## src/rtl/spram_dma.sv

```systemverilog
// Access controller in front of a single-port synchronous RAM: muxes the CPU
// port with a burst DMA channel that moves words between a stream and RAM.
module spram_dma #(
  parameter int ADDR_WIDTH = 10,
  parameter int DATA_WIDTH = 16,
  parameter int LEN_WIDTH  = 11
) (
  input  logic                  clk,
  input  logic                  rst,
  input  logic [ADDR_WIDTH-1:0] cpu_addr,
  input  logic [DATA_WIDTH-1:0] cpu_din,
  input  logic                  cpu_we,
  input  logic                  cpu_re,
  output logic                  cpu_hold,
  output logic [ADDR_WIDTH-1:0] ram_addr,
  output logic [DATA_WIDTH-1:0] ram_din,
  output logic                  ram_we,
  output logic                  ram_re,
  input  logic [DATA_WIDTH-1:0] ram_dout,
  input  logic                  dma_start,
  input  logic                  dma_dir,
  input  logic [ADDR_WIDTH-1:0] dma_base,
  input  logic [LEN_WIDTH-1:0]  dma_len,
  output logic                  dma_busy,
  output logic                  dma_done,
  input  logic [DATA_WIDTH-1:0] s_data,
  input  logic                  s_valid,
  output logic                  s_ready,
  output logic [DATA_WIDTH-1:0] m_data,
  output logic                  m_valid,
  input  logic                  m_ready
);

  typedef enum logic [1:0] {IDLE, RUN, DRAIN, DONE} state_t;

  state_t                state, state_next;
  logic                  dir;
  logic [ADDR_WIDTH-1:0] addr;
  logic [LEN_WIDTH-1:0]  count;
  logic                  rd_inflight;

  logic [DATA_WIDTH-1:0] fifo_mem [2];
  logic                  wr_ptr, rd_ptr;
  logic [1:0]            fifo_cnt;

  logic                  beat_wr, beat_rd, dma_beat;
  logic                  push, pop;
  logic [1:0]            pending;

  assign push    = rd_inflight;
  assign m_valid = (fifo_cnt != 2'd0);
  assign m_data  = fifo_mem[rd_ptr];
  assign pop     = m_valid && m_ready;

  // The word leaving this cycle frees its slot, so a streaming reader can
  // sustain one word per cycle without the FIFO ever holding more than two.
  assign pending = fifo_cnt + {1'b0, rd_inflight} - {1'b0, pop};

  assign s_ready  = (state == RUN) && (count != '0) && !dir;
  assign beat_wr  = s_ready && s_valid;
  assign beat_rd  = (state == RUN) && (count != '0) && dir && (pending < 2'd2);
  assign dma_beat = beat_wr || beat_rd;

  assign dma_busy = (state != IDLE);
  assign dma_done = (state == DONE);
  assign cpu_hold = dma_beat && (cpu_we || cpu_re);

  always_comb begin
    ram_addr = cpu_addr;
    ram_din  = cpu_din;
    ram_we   = cpu_we;
    ram_re   = cpu_re;
    if (dma_beat) begin
      ram_addr = addr;
      ram_din  = s_data;
      ram_we   = beat_wr;
      ram_re   = beat_rd;
    end
  end

  always_comb begin
    state_next = state;
    case (state)
      IDLE:    if (dma_start) state_next = RUN;
      RUN:     if (count == '0) state_next = DRAIN;
      DRAIN:   if (!rd_inflight && (fifo_cnt == 2'd0)) state_next = DONE;
      DONE:    state_next = IDLE;
      default: state_next = IDLE;
    endcase
  end

  always_ff @(posedge clk) begin
    if (rst) begin
      state       <= IDLE;
      dir         <= 1'b0;
      addr        <= '0;
      count       <= '0;
      rd_inflight <= 1'b0;
      wr_ptr      <= 1'b0;
      rd_ptr      <= 1'b0;
      fifo_cnt    <= 2'd0;
    end else begin
      state <= state_next;
      if ((state == IDLE) && dma_start) begin
        dir   <= dma_dir;
        addr  <= dma_base;
        count <= dma_len;
      end else if (dma_beat) begin
        addr  <= addr + ADDR_WIDTH'(1);
        count <= count - LEN_WIDTH'(1);
      end
      rd_inflight <= beat_rd;
      if (push) wr_ptr <= ~wr_ptr;
      if (pop)  rd_ptr <= ~rd_ptr;
      fifo_cnt <= fifo_cnt + {1'b0, push} - {1'b0, pop};
    end
  end

  // RAM read data is valid the cycle after the DMA strobe; capture it then.
  always_ff @(posedge clk) begin
    if (push) fifo_mem[wr_ptr] <= ram_dout;
  end

endmodule

```

## config.mk

```make
export PLATFORM = sky130hd
export DESIGN_NAME = spram_dma
export DESIGN_NICKNAME = d
export VERILOG_FILES = /design/src/rtl/spram_dma.sv
export SDC_FILE = /design/constraint.sdc
export NUM_CORES = 1
export LEC_CHECK = 0
export CAP_MARGIN = 25
export CORE_MARGIN = 10
export CORE_UTILIZATION = 33
export DETAILED_ROUTE_END_ITERATION = 6
export PLACE_DENSITY = 0.67
export SLEW_MARGIN = 20
export SYNTH_ARGS = -nofsm -noshare
export SYNTH_HDL_FRONTEND = slang
export SYNTH_SLANG_ARGS = --single-unit
```

## constraint.sdc

```tcl
create_clock -name clk -period 2.9 [get_ports clk]
set_input_delay 0.58 -clock clk [delete_from_list [all_inputs] [get_ports clk]]
set_output_delay 0.58 -clock clk [all_outputs]
set_load 0.03 [all_outputs]
```

# After elaboration in Yosys (flattened, before gate mapping)
# Memory sizes are Yosys's and may differ from the RTL's. A register that Yosys moved wholly into a read port is not among the register bits.
# Cells that the tools add are included.
# word_totals
reg_bits,29
in_bits,87
n_memories,1
ram_bits,32
elab_cells,59
# op_classes
n_reduce_logical,21
bitwise,2
n_addsub,4
muxes,16
magnitude_cmp,1
eq_ne,6
# mem_list
memory,words,width,rd,rd_clocked_by_memory_dff,wr,line,rtl
fifo_mem,2,16,1,1,1,42,logic [DATA_WIDTH-1:0] fifo_mem [2];
# op_table
cell,count
2-to-1 mux 10 bit,3
2-to-1 mux 11 bit,2
2-to-1 mux 16 bit,1
zero test 11 bit,1
nonzero test 11 bit,1
subtractor 11 x 1 -> 11 bit (second input constant),1
adder 10 x 1 -> 10 bit (second input constant),1
logical AND 1 bit,9
one-hot mux 2 bit (4 select lines),1
2-to-1 mux 1 bit,6
2-to-1 mux 2 bit,3
nonzero test 2 bit,3
equality test 2 bit (second input constant),2
zero test 2 bit,2
!= test 2 bit (second input constant),2
AND reduction 3 bit,1
adder 2 x 1 -> 2 bit,1
equality test 2 x 1 -> 1 bit (second input constant),1
zero test 1 bit,2
logical OR 1 bit,2
< comparator 2 bit (second input constant),1
!= test 2 x 1 -> 1 bit (second input constant),1
NOT 1 bit,2
subtractor 2 x 1 -> 2 bit,1

# Longest topological paths before layout
# logic_depth
word_depth,8
ltp_mapped,11
ltp_nobuf,9

# Worst setup path after synthesis
# Ideal clock, no wire load.
# synth_path
path_type,register to output
startpoint,register fifo_cnt[1]
endpoint,output cpu_hold
path_stages_with_launch,11
required_time_ns,2.320
path_slack_ns,-0.427
arrival_time_ns,2.747
path_cell_list,dfxtp_1 or2_2 and2_1 ha_1 inv_1 ha_1 xor3_1 a21oi_1 nand2_2 buf_6 nor2_1
# synth_via
elab_chain_cells,7
elab_cells_between_ends,8
classes_between,2 x add/sub; 1 x order compare; 5 x reduce/logical
# synth_lines
item,line,rtl
start: declaration,44,logic [1:0] fifo_cnt;
start signal: assignment,115,"fifo_cnt <= fifo_cnt + {1'b0, push} - {1'b0, pop};"
nonzero test 2 bit,51,assign m_valid = (fifo_cnt != 2'd0);
net m_valid,30,"output logic m_valid,"
logical AND 1 bit,53,assign pop = m_valid && m_ready;
net pop,47,"logic push, pop;"
subtractor 2 x 1 -> 2 bit,57,"assign pending = fifo_cnt + {1'b0, rd_inflight} - {1'b0, pop};"
< comparator 2 bit,61,assign beat_rd = (state == RUN) && (count != '0) && dir && (pending < 2'd2);
logical AND 1 bit,61,
logical OR 1 bit,62,assign dma_beat = beat_wr || beat_rd;
logical AND 1 bit,66,assign cpu_hold = dma_beat && (cpu_we || cpu_re);
end: declaration,14,"output logic cpu_hold,"
# The timed path passes the listed nets, and every way through them passes these cells.

# Final worst setup path
# layout_path
startpoint,register fifo_cnt[0]
endpoint,output ram_addr[2]
# layout_via
elab_chain_cells,7
elab_cells_between_ends,8
classes_between,2 x add/sub; 1 x order compare; 1 x mux; 4 x reduce/logical
# layout_lines
item,line,rtl
nonzero test 2 bit,51,
logical AND 1 bit,53,
net pop,47,
subtractor 2 x 1 -> 2 bit,57,
< comparator 2 bit,61,
logical AND 1 bit,61,
logical OR 1 bit,62,
2-to-1 mux 10 bit,73,if (dma_beat) begin
end: declaration,15,"output logic [ADDR_WIDTH-1:0] ram_addr,"
# The timed path passes the listed nets, and every way through them passes these cells.

==> reports/qor.yml <==
placed_design:
  io_buffers: 135
  gp_congestion: 0.7695
  place_hpwl_um: 7918
worst_setup_path:
  crit_arrival_ps: 2740
  endpoint_kind: "output pin"
  cp-start-kind: "flip-flop"
  slowest_delay_ps: 320
  path_cells: "or2_4 -> and2_4 -> ha_4 -> inv_2 -> ha_4 -> xor3_1 -> a21oi_4 -> nand2_4 -> buf_4 -> buf_6 -> mux2_4 -> buf_6"
  cp_slowest_cell: "dfxtp_2"
  cp_max_fo: 7
  crit_buf_inv: 4
  path_delay_family: "simple AND/OR/NAND/NOR gates"
  criticalPathCategory: "reg -> out"
  required_ps: 2320
min_path:
  min_path_type: "reg -> reg"
flow_run:
  maxCapViolations: 0
detailed_routing:
  final_antenna_net_count: 0
  dr.pass1.iters: 4
  drc: 0
  wl_per_cell_um: 16.77
  post_drt_via_cell_ratio: 4.925
  wl_um: 10350
  num_vias: 3039
  initialDrtViolationCount: 138
timing:
  final_hold_viol_count: 0
  finalMaxSlewViolations: 0
  fmax_mhz: 301.0
  min_period_ps: 3322
  slew_headroom: 0.5056
  post-route-period-util: 1.146
  rsz0062_at_grt: "true"
  layout_setup_ws_ps: -422.1
  holdWs_ps: 506.8
  final-setup-viol-count: 28
  fin_skew_ps: 11.16
  worst_slew_pin_slew_ps: 741.5
yosys:
  yosys_warnings: 0
  syn-cell-area_mm2: 0.003289
  synth_most_common_cell: "mux2_2"
  syn_avg_cell_area_um2: 11.08
  synth_area_leader_cell: "edfxtp_1"
  yosysUniqueCellTypes: 45
  synth_top_cell_area_share: 0.2921
  ys.flop_type: "edfxtp_1"
  synth.area.top_cells: "edfxtp_1, dfxtp_1, mux2_2, a311oi_1, nor2_1"
  synth_common_cells: "mux2_2, edfxtp_1, nor2_1"
  async_flop_share: 0
  syn-instance-count: 297
  syn_nets: 393
  ys_ff_latch: 62
  seq_area_frac_synth: 0.4747
  synth_edf_count: 32
floorplanning:
  rows: 36
  die_x_um: 119.8
  io_pins: 136
  dieArea_mm2: 0.01436
  start_util: 0.3381
  core_mm2: 0.009729
  die_h_um: 119.8
cells_and_area:
  layout-drive-gt1-share: 0.3326
  multi_input_area_mm2: 0.001717
  area_delta_synth_final_pct: 68.09
  regArea_mm2: 0.001564
  nFillCells: 854
  n_antenna_cell: 0
  layout.nets: 575
global_route:
  grt_max_degree: 39
  grt_pass1_vias: 3359
  grt_pass1_wl_um: 16840
  grtUsageTotal: 0.1442
  overflow: 0
  antenna_found_initial: 0
power:
  power_leakage_nw: 2.129
  p_total_mw: 4.524
  power_density_mw_per_mm2: 818.2
  peakVddDrop_mv: 0.3581
cts:
  clk_pin_slew_ps: 70
  cts-root-buf: "clkbuf_8"
  clk-insertion-delay-late_ps: 340
  hold_buffers: 0
  clock-sinks: 62
  cts_inserted_buffers: 9
  cts_max_path_buffers: 2
  cts_tree: "yes"
  h-tree-depth: 3
outcome:
  violations: "setup timing"
  outcome: "complete, but fails checks"
==> cells in the final DEF, fill, tap and decap left out, types with 4 or more instances in the layout <==
| cell | count |
|---|---|
| a311oi_1 | 19 |
| a21oi_1 | 4 |
| dfxtp_1 | 28 |
| or3_1 | 6 |
| o21ai_0 | 4 |
| nor4_1 | 4 |
| nor2_1 | 31 |
| clkbuf_8 | 9 |
| buf_6 | 24 |
| or4_1 | 13 |
| nand2_1 | 10 |
| mux2_4 | 10 |
| clkdlybuf4s50_1 | 104 |
| o31ai_1 | 13 |
| inv_1 | 8 |
| mux2_2 | 32 |
| ha_1 | 7 |
| nand3_1 | 6 |
| edfxtp_1 | 32 |
| buf_4 | 56 |
==> logic make-up (layout without fill, tap and decap cells) <==
kind of cell | after synthesis | in the layout | synth area share
AOI/OAI and AO/OA | 56 | 56 | 0.1312
muxes | 43 | 43 | 0.1468
and+or+nand+nor | 95 | 96 | 0.1548
DFF | 62 | 62 | 0.4747
adders and majority gates | 9 | 9 | 0.03423
xor gates and xnor gates | 4 | 4 | 0.01940
buffers and inverters | 28 | 214 | 0.03879
==> state kept, by name, summed over array words and instances, names as in the netlist, named ones only <==
name / flops
dir: 1
fifo_cnt: 2
rd_ptr: 1
count: 11
push: 1
fifo_mem: 32
wr_ptr: 1
state: 2
addr: 10
==> final timing paths <==
| check | depth (start not counted) | end | startpoint | slack [ps] |
|---|---|---|---|---|
| max | 12 | ram_addr[2] | fifo_cnt[0] | -420 |
| min | 2 | count[7] | count[7] | 510 |
| max reg2reg | 11 | addr[9] | fifo_cnt[0] | 50 |
| min reg2reg | 2 | count[7] | count[7] | 510 |
==> per-layer routing <==
| layer | vias up | part of all wire | GRT usage |
|---|---|---|---|
| met5 | - | 0 | 0 |
| met1 | 1404 | 0.40 | 0.1558 |
| met3 | 5 | 0.10 | 0.06751 |
| met4 | 0 | 0.0075 | 0.04299 |
| met2 | 126 | 0.48 | 0.2469 |
| li1 | 1504 | - | - |
==> worst reg2reg max path: cells and delay by family (launching register included) <==
family / cells / cell delay (ps)
and+or+nand+nor: 3 / 880
AOI/OAI and AO/OA: 2 / 610
adders and majority gates: 2 / 410
DFF: 1 / 320
buffers and inverters: 3 / 320
xor gates and xnor gates: 1 / 230
==> report_power, final <==
part	internal (mW)	switching [mW]	leakage [nW]
logic	1.25	1.25	1.49
registers	1.06	0.117	0.536
clock network	0.485	0.352	0.102
==> layout make-up <==
class                      count  share of cell area
multi-input combinational    208              0.3105
clock buffer                   9             0.02240
sequential                    62              0.2829
inverter                       9            0.006110
clock inverter                 7             0.01742
tap                          133             0.03010
timing repair buffer         189              0.3306
==> stage by stage <==
stage / worst slack [ps] / utilization / TNS (ps) / cell area, um^2 / std cells
3_5_place_dp: -904.2 / 0.5181 / -23450 / 5041 / 584
2_1_floorplan: -1.128 / - / -9.026 / 3363 / 297
6_report: -422.1 / 0.5683 / -9164 / 5529 / 617
3_3_place_gp: -859.7 / 0.5181 / -21580 / 5041 / 584
5_1_grt: -513.5 / 0.5683 / -12090 / 5529 / 617
4_1_cts: -466.8 / 0.5628 / -10300 / 5475 / 613
==> repair_timing <==
item | 4_1_cts | 5_1_grt
buffers inserted | 11 | 4
setup endpoints to repair | 29 | 40
gates resized for setup | 83 | 11
gates cloned | 2 | 0
endpoints found under the hold margin | 0 | 0
pin swaps | 3 | 1
(Power assumes the default switching activity.)
